==> src/rtl/text_line_drawer.sv <==
// Sequences one line of text into symbol_drawer: fetches each character from the
// text RAM, latches the cell registers, fires a one-cycle start and waits for completion.
module text_line_drawer #(
  parameter int MAX_LEN      = 32,
  parameter int X0           = 0,
  parameter int Y0           = 200,
  parameter int SYMBOL_PITCH = 15
) (
  input  logic       clk,
  input  logic       rst,
  input  logic       start,
  output logic       ready,
  input  logic [5:0] len,
  input  logic [5:0] cursor_pos,
  output logic [4:0] char_read_addr,
  input  logic [6:0] char_read_data,
  output logic       symbol_drawer_start,
  input  logic       symbol_drawer_ready,
  output logic [9:0] x,
  output logic [8:0] y,
  output logic [6:0] symbol,
  output logic       cursor_left,
  output logic       cursor_right
);

  typedef enum logic [2:0] {
    S_IDLE, S_FETCH, S_LATCH, S_FIRE, S_GUARD, S_WAIT
  } state_t;

  state_t     state_q;
  logic [5:0] i_q, len_q, cur_q;
  logic [5:0] i_d, len_d, cur_d;
  logic [9:0] x_acc_q;
  logic [9:0] x_q;
  logic [8:0] y_q;
  logic [6:0] symbol_q;
  logic       cursor_left_q, cursor_right_q;
  logic       sd_start_q;
  logic [4:0] addr_q;

  // Clamp the requested length and cursor at accept time.
  always_comb begin
    len_d = (len > 6'(MAX_LEN)) ? 6'(MAX_LEN) : len;
    cur_d = (cursor_pos > len_d) ? len_d : cursor_pos;
    i_d   = i_q + 6'd1;
  end

  always_ff @(posedge clk) begin
    if (rst) begin
      state_q        <= S_IDLE;
      i_q            <= '0;
      len_q          <= '0;
      cur_q          <= '0;
      x_acc_q        <= 10'(X0);
      x_q            <= 10'(X0);
      y_q            <= 9'(Y0);
      symbol_q       <= '0;
      cursor_left_q  <= 1'b0;
      cursor_right_q <= 1'b0;
      sd_start_q     <= 1'b0;
      addr_q         <= '0;
    end else begin
      case (state_q)
        S_IDLE: begin
          if (start && symbol_drawer_ready) begin
            len_q   <= len_d;
            cur_q   <= cur_d;
            i_q     <= '0;
            addr_q  <= '0;
            x_acc_q <= 10'(X0);
            state_q <= S_FETCH;
          end
        end
        S_FETCH: state_q <= S_LATCH;
        S_LATCH: begin
          // An empty line still draws one blank cell carrying the cursor.
          symbol_q       <= (len_q == 6'd0) ? 7'd0 : char_read_data;
          x_q            <= x_acc_q;
          y_q            <= 9'(Y0);
          cursor_left_q  <= (cur_q == i_q);
          cursor_right_q <= (cur_q == i_d);
          sd_start_q     <= 1'b1;
          state_q        <= S_FIRE;
        end
        S_FIRE: begin
          sd_start_q <= 1'b0;
          state_q    <= S_GUARD;
        end
        // symbol_drawer drops ready one cycle after start; skip that stale cycle.
        S_GUARD: state_q <= S_WAIT;
        S_WAIT: begin
          if (symbol_drawer_ready) begin
            if (i_d >= len_q) begin
              state_q <= S_IDLE;
            end else begin
              i_q     <= i_d;
              addr_q  <= i_d[4:0];
              x_acc_q <= x_acc_q + 10'(SYMBOL_PITCH);
              state_q <= S_FETCH;
            end
          end
        end
        default: state_q <= S_IDLE;
      endcase
    end
  end

  assign ready               = (state_q == S_IDLE) && symbol_drawer_ready;
  assign char_read_addr      = addr_q;
  assign symbol_drawer_start = sd_start_q;
  assign x                   = x_q;
  assign y                   = y_q;
  assign symbol              = symbol_q;
  assign cursor_left         = cursor_left_q;
  assign cursor_right        = cursor_right_q;

endmodule

==> config.mk <==
export PLATFORM = sky130hd
export DESIGN_NAME = text_line_drawer
export DESIGN_NICKNAME = d
export VERILOG_FILES = /design/src/rtl/text_line_drawer.sv
export SDC_FILE = /design/constraint.sdc
export NUM_CORES = 1
export LEC_CHECK = 0
export ABC_AREA = 0
export CORE_MARGIN = 4
export CORE_UTILIZATION = 48
export CTS_BUF_LIST = sky130_fd_sc_hd__clkbuf_8
export DETAILED_ROUTE_END_ITERATION = 8
export MAX_ROUTING_LAYER = met4
export PLACE_DENSITY = 0.79
export SETUP_SLACK_MARGIN = 0.5
export SLEW_MARGIN = 5
export SYNTH_ARGS = -nofsm -noshare
export SYNTH_HDL_FRONTEND = slang
export SYNTH_SLANG_ARGS = --single-unit
==> constraint.sdc <==
create_clock -name clk -period 2.75 [get_ports clk]
set_input_delay 0.4125 -clock clk [delete_from_list [all_inputs] [get_ports clk]]
set_output_delay 0.4125 -clock clk [all_outputs]
set_load 0.02 [all_outputs]
== Word level (Yosys, flattened, before mapping) ==
Cells that the tools add are included.

* Flip-flop bits (word level): 56
* Bits in latches: 0
* Bits in writable memories: 0
* Memory bits (read-only): 0
* Bits of input ports: 23
* Output and inout bits: 35
* Logic and storage cells: 55
* Memories kept: 0

* $add $sub $neg: 2
* Multipliers: 0
* Div/mod/pow operators: 0
* $lt $le $gt $ge: 3
* Eq/ne operators: 10
* Shift operators: 0
* Multiplexer cells: 20
* Bitwise gates (word level): 0
* Reductions and logical operators: 9

{| class="wikitable"
|+ Operators by type and width
! kind !! number
|-
| 10-bit two-way mux || 3
|-
| 6-bit two-way mux || 5
|-
| 10-bit one-hot mux with 2 select lines || 1
|-
| 3-bit one-hot mux with 6 select lines || 1
|-
| 5-bit two-way mux || 3
|-
| 6-bit == test || 2
|-
| 6-bit one-hot mux with 2 select lines || 1
|-
| 10-bit by 4-bit adder with 10-bit output (second input constant) || 1
|-
| 5-bit one-hot mux with 2 select lines || 1
|-
| 7-bit two-way mux || 1
|-
| 6-bit by 1-bit adder with 6-bit output (second input constant) || 1
|-
| 3-bit by 2-bit == test with 1-bit output (second input constant) || 2
|-
| 3-bit == test (second input constant) || 2
|-
| 6-bit greater-or-equal comparator || 1
|-
| 6-bit > comparator || 1
|-
| 6-bit > comparator (second input constant) || 1
|-
| 6-bit zero test || 1
|-
| 3-bit two-way mux || 2
|-
| 2-bit inequality test (second input constant) || 3
|-
| 2-bit AND reduction || 2
|-
| 4-bit AND reduction || 1
|-
| 2-bit nonzero test || 2
|-
| 3-bit by 1-bit == test with 1-bit output (second input constant) || 1
|-
| 3-bit zero test || 1
|-
| 3 further kinds || 4
|}

== Logic depth before layout (Yosys ltp) ==
* Depth in word-level cells: 5
* Gate-level depth with buffers: 12
* Gate-level depth less buffers: 9

== Least setup slack after synthesis ==
No wires, ideal clock.

* Path type: register to register
* Start: reg i_q[2]
* End: reg x_acc_q[8]
* Library setup time: 0.070 ns
* Data arrival time: 2.515 ns
* Data required time: 2.680 ns
* Slack: 0.165 ns
* Cell stages (with the launch flop): 12
* Path buffers: 2
* Period minus slack after synthesis: 2.585 ns
* Cell sequence: dfxtp_1 buf_2 nand3_1 or2_1 xnor2_1 ha_1 a21oi_1 o211a_1 o221ai_1 buf_2 or4_1 a21oi_1

* Longest elaborated chain between the ends: 4

{| class="wikitable"
|+ RTL lines
! item !! line !! source
|-
| start, declared || 31 || <nowiki>logic [5:0] i_q, len_q, cur_q;</nowiki>
|-
| start signal, assigned || 96 || <nowiki>i_q <= i_d;</nowiki>
|-
| 6-bit by 1-bit adder with 6-bit output || 45 || <nowiki>i_d = i_q + 6'd1;</nowiki>
|-
| 6-bit greater-or-equal comparator || 93 || <nowiki>if (i_d >= len_q) begin</nowiki>
|-
| 2-bit inequality test (no line) || - ||
|-
| 4-bit AND reduction (no line) || - ||
|-
| end signal, assigned || 54 || <nowiki>x_acc_q <= 10'(X0);</nowiki>
|-
| end signal, assigned || 70 || <nowiki>x_acc_q <= 10'(X0);</nowiki>
|-
| end signal, assigned || 98 || <nowiki>x_acc_q <= x_acc_q + 10'(SYMBOL_PITCH);</nowiki>
|-
| end, declared || 33 || <nowiki>logic [9:0] x_acc_q;</nowiki>
|}

No other way between the ends.
A chain may end at the register's enable or synchronous reset.

== Worst setup path in the final report ==
* Start: reg i_q[1]
* End: reg x_acc_q[8]

The elaborated chain is that of the path after synthesis.

==> reports/qor.yml <==
sta:
  tightest_slew_ns: 0.6289
  period_share: 0.9014
  slew_violations: 0
  hold_ws_ns: 0.4521
  hold_violations: 0
  max_freq_ghz: 0.4034
  rsz0062_at_grt: "yes"
  skew_ns: 0.008150
  relSlewSlack: 0.5808
  layout_min_cycle_time_ns: 2.479
  setup_violations: 0
  setup_tns_ns: 0
setup_path:
  crit-reg2reg-capture: "x_acc_q[8]"
  arrival_ns: 2.72
  crit_type: "flop to flop"
  cp-start-kind: "flop"
  critPathRequiredTime_ns: 2.99
  worst_setup_path_end_kind: "flop"
  r2r_cells: 10
  critPathMaxFanout: 29
  rr_startpoint: "i_q[1]"
  reg2reg_slack_ns: 0.27
run_status:
  outcome: "completed"
logic_synthesis:
  synthMuxAreaShare: 0.04764
  synthSimpleGateAreaFrac: 0.2071
  synth_cell_types: 44
  synth_seq_cells: 51
  ys_seq_area_frac: 0.3738
  syn_area_um2: 2731
  avgSynthCellArea_um2: 8.302
  yosysWarnings: 0
  synthCells: 329
  synthArstFlopShare: 0
  synth_top_family_by_area: "simple AND/OR/NAND/NOR gates"
  synth_compound_area_frac: 0.1507
  synth_adder_area_share: 0.06413
  synth_edf_count: 0
  synth_xor_area_frac: 0.05131
  synthFlopType: "dfxtp_1"
routing:
  routedWlPerCell_um: 13.70
  via_per_inst: 5.302
  drt-total-wl_um: 6084
  drtIter0Drc: 186
  vias: 2354
  firstDrtPassIters: 4
  drcViolationCount: 0
  drtAntennaViolNets: 0
hold_path:
  holdCritStartpoint: "symbol[5]"
  hp-class: "flop to flop"
  hold_depth: 2
  hold_end: "symbol[5]"
clocking:
  clk_latency_ns: 0.31
  cts_root_buf: "clkbuf_8"
  ctsHoldBuffers: 0
  cts_buffers: 5
  htree_num_levels: 2
  clock-sinks: 51
  clk_pin_slew_ns: 0.09
  cts_tree: "built"
  clockBufferDepth: 2
global_routing:
  grt.overflow.total: 0
  grt_pass1_vias: 2219
  grt_use_total: 0.1786
  grt_max_degree: 36
  antenna_found_initial: 0
  grt_pass1_wl_um: 10110
pwr:
  powerDensity_nw_per_um2: 744.3
  ir_drop_uv: 347.3
  leakage_nw: 1.318
placed_design:
  hpwl_um: 4355
  placed_cells: 432
  place_congestion: 0.9028
  placement.io_buffers: 48
floorplan:
  die_y_um: 83.44
  die_area_um2: 6961
  die_w_um: 83.44
  core.rowCount: 27
  core_area_um2: 5507
  io_pins: 58
  start_util: 0.4960
cells_and_area:
  diodes: 0
  final-instance-count-excl-fill: 444
  final_nets: 408
  n_fill_cell: 468
  layout-drive-gt1-share: 0.1290
  synthToLayoutAreaGrowth_pct: 26.98
flow_run:
  max-cap-violations: 0
-- state kept, by name (all words and copies together) (netlist names) --
signal and cells:
symbol_drawer_start 1, len_q 6, x 10, symbol 7
cursor_right 1, state_q 3, i_q 6, cur_q 6
cursor_left 1, x_acc_q 10
-- cell usage after synthesis (3+ instances only) --
| cell type | number | area share |
|---|---|---|
| nand2_1 | 37 | 0.051 |
| nor3_1 | 3 | 0.0055 |
| buf_2 | 5 | 0.0092 |
| a21oi_1 | 38 | 0.070 |
| xnor2_1 | 8 | 0.026 |
| or2_1 | 3 | 0.0069 |
| buf_6 | 4 | 0.016 |
| dfxtp_1 | 51 | 0.37 |
| nand3b_1 | 4 | 0.011 |
| xor2_1 | 8 | 0.026 |
| nor2_1 | 17 | 0.023 |
| clkbuf_1 | 10 | 0.014 |
| nor2b_1 | 6 | 0.014 |
| nand3_1 | 12 | 0.022 |
| a211oi_1 | 6 | 0.016 |
| mux2i_1 | 13 | 0.048 |
| inv_1 | 18 | 0.025 |
| ha_1 | 14 | 0.064 |
| buf_4 | 14 | 0.038 |
| or3_1 | 12 | 0.027 |
| nand4_1 | 3 | 0.0069 |
| o21ai_0 | 13 | 0.024 |
| or2_2 | 3 | 0.0069 |
-- how the worst max path moves through the flow --
| stage | cells after the start | end | from |
|---|---|---|---|
| 2_1_floorplan | 11 | x_acc_q[8] | i_q[2] |
| 3_3_place_gp | 10 | cur_q[5] | len[5] |
| 3_5_place_dp | 10 | cur_q[4] | len[5] |
| 4_1_cts | 10 | x_acc_q[8] | i_q[1] |
| 5_1_grt | 10 | x_acc_q[8] | i_q[1] |
| 6_report | 10 | x_acc_q[8] | i_q[1] |
-- worst max-delay path, cell delays in order (launching register included) --
cell      delay (ns)
dfxtp_4         0.39
nand3_4         0.09
or2_4           0.29
xnor2_4         0.18
ha_4            0.23
a21oi_2         0.13
o211a_1         0.19
o221ai_2        0.13
buf_12          0.18
or4_1           0.47
a21oi_1         0.12
-- placed cells by master (no fill, tap or decap), drive strengths merged, types with 13 or more instances in the layout --
master         count
nand2             37
buf               13
dfxtp             51
o21ai             13
clkdlybuf4s50     47
a21oi             39
nor2              17
mux2i             13
ha                14
inv               18
-- layout make-up --
cell class | instances | area (µm²) | area share
inverter | 18 | 67.56 | 0.01948
tap | 72 | 90.09 | 0.02597
timing repair buffer | 61 | 589.3 | 0.1699
multi-input combinational | 234 | 1592 | 0.4589
clock inverter | 2 | 16.27 | 0.004690
sequential | 51 | 1031 | 0.2973
clock buffer | 6 | 82.58 | 0.02381
-- timing repair --
| item | CTS | global route |
|---|---|---|
| buffers inserted | 1 | 3 |
| setup endpoints to repair | 24 | 24 |
| gates resized for setup | 13 | 11 |
| pin swaps | 3 | 1 |
-- per-layer routing --
layer  part of all wire  up-vias  GRT usage
met4              0.018        0    0.05556
li1                   -     1187          -
met1               0.43     1099     0.2112
met3              0.038       12    0.03175
met2               0.51       56     0.3090
met5                  0        -          -
-- power by group --
| group | switching, W | internal, W |
|---|---|---|
| clock network | 0.000252 | 0.000206 |
| logic | 0.000612 | 0.000497 |
| registers | 0.000145 | 0.000871 |
-- through the flow --
| stage | setup WS, ns | instance area (µm²) | util | power, W |
|---|---|---|---|---|
| floorplan | 0.3585 | 2809 | - | 0.001808 |
| global placement | 0.1472 | 3231 | 0.5867 | 0.002052 |
| detailed placement | 0.008287 | 3231 | 0.5867 | 0.002085 |
| finish | 0.2712 | 3468 | 0.6299 | 0.002581 |
| global route | 0.1717 | 3468 | 0.6299 | 0.002767 |
| CTS | 0.3102 | 3396 | 0.6167 | 0.002572 |
-- kinds of logic (layout without fill, tap and decap cells) --
family | Yosys count | after routing
muxes | 13 | 13
buffers and inverters | 51 | 87
AOI/OAI and AO/OA | 70 | 70
and+or+nand+nor | 112 | 112
xor gates and xnor gates | 16 | 16
adders and majority gates | 14 | 14
other | 2 | 9
DFF | 51 | 51
Note: power is estimated with default switching activity, not from simulation.
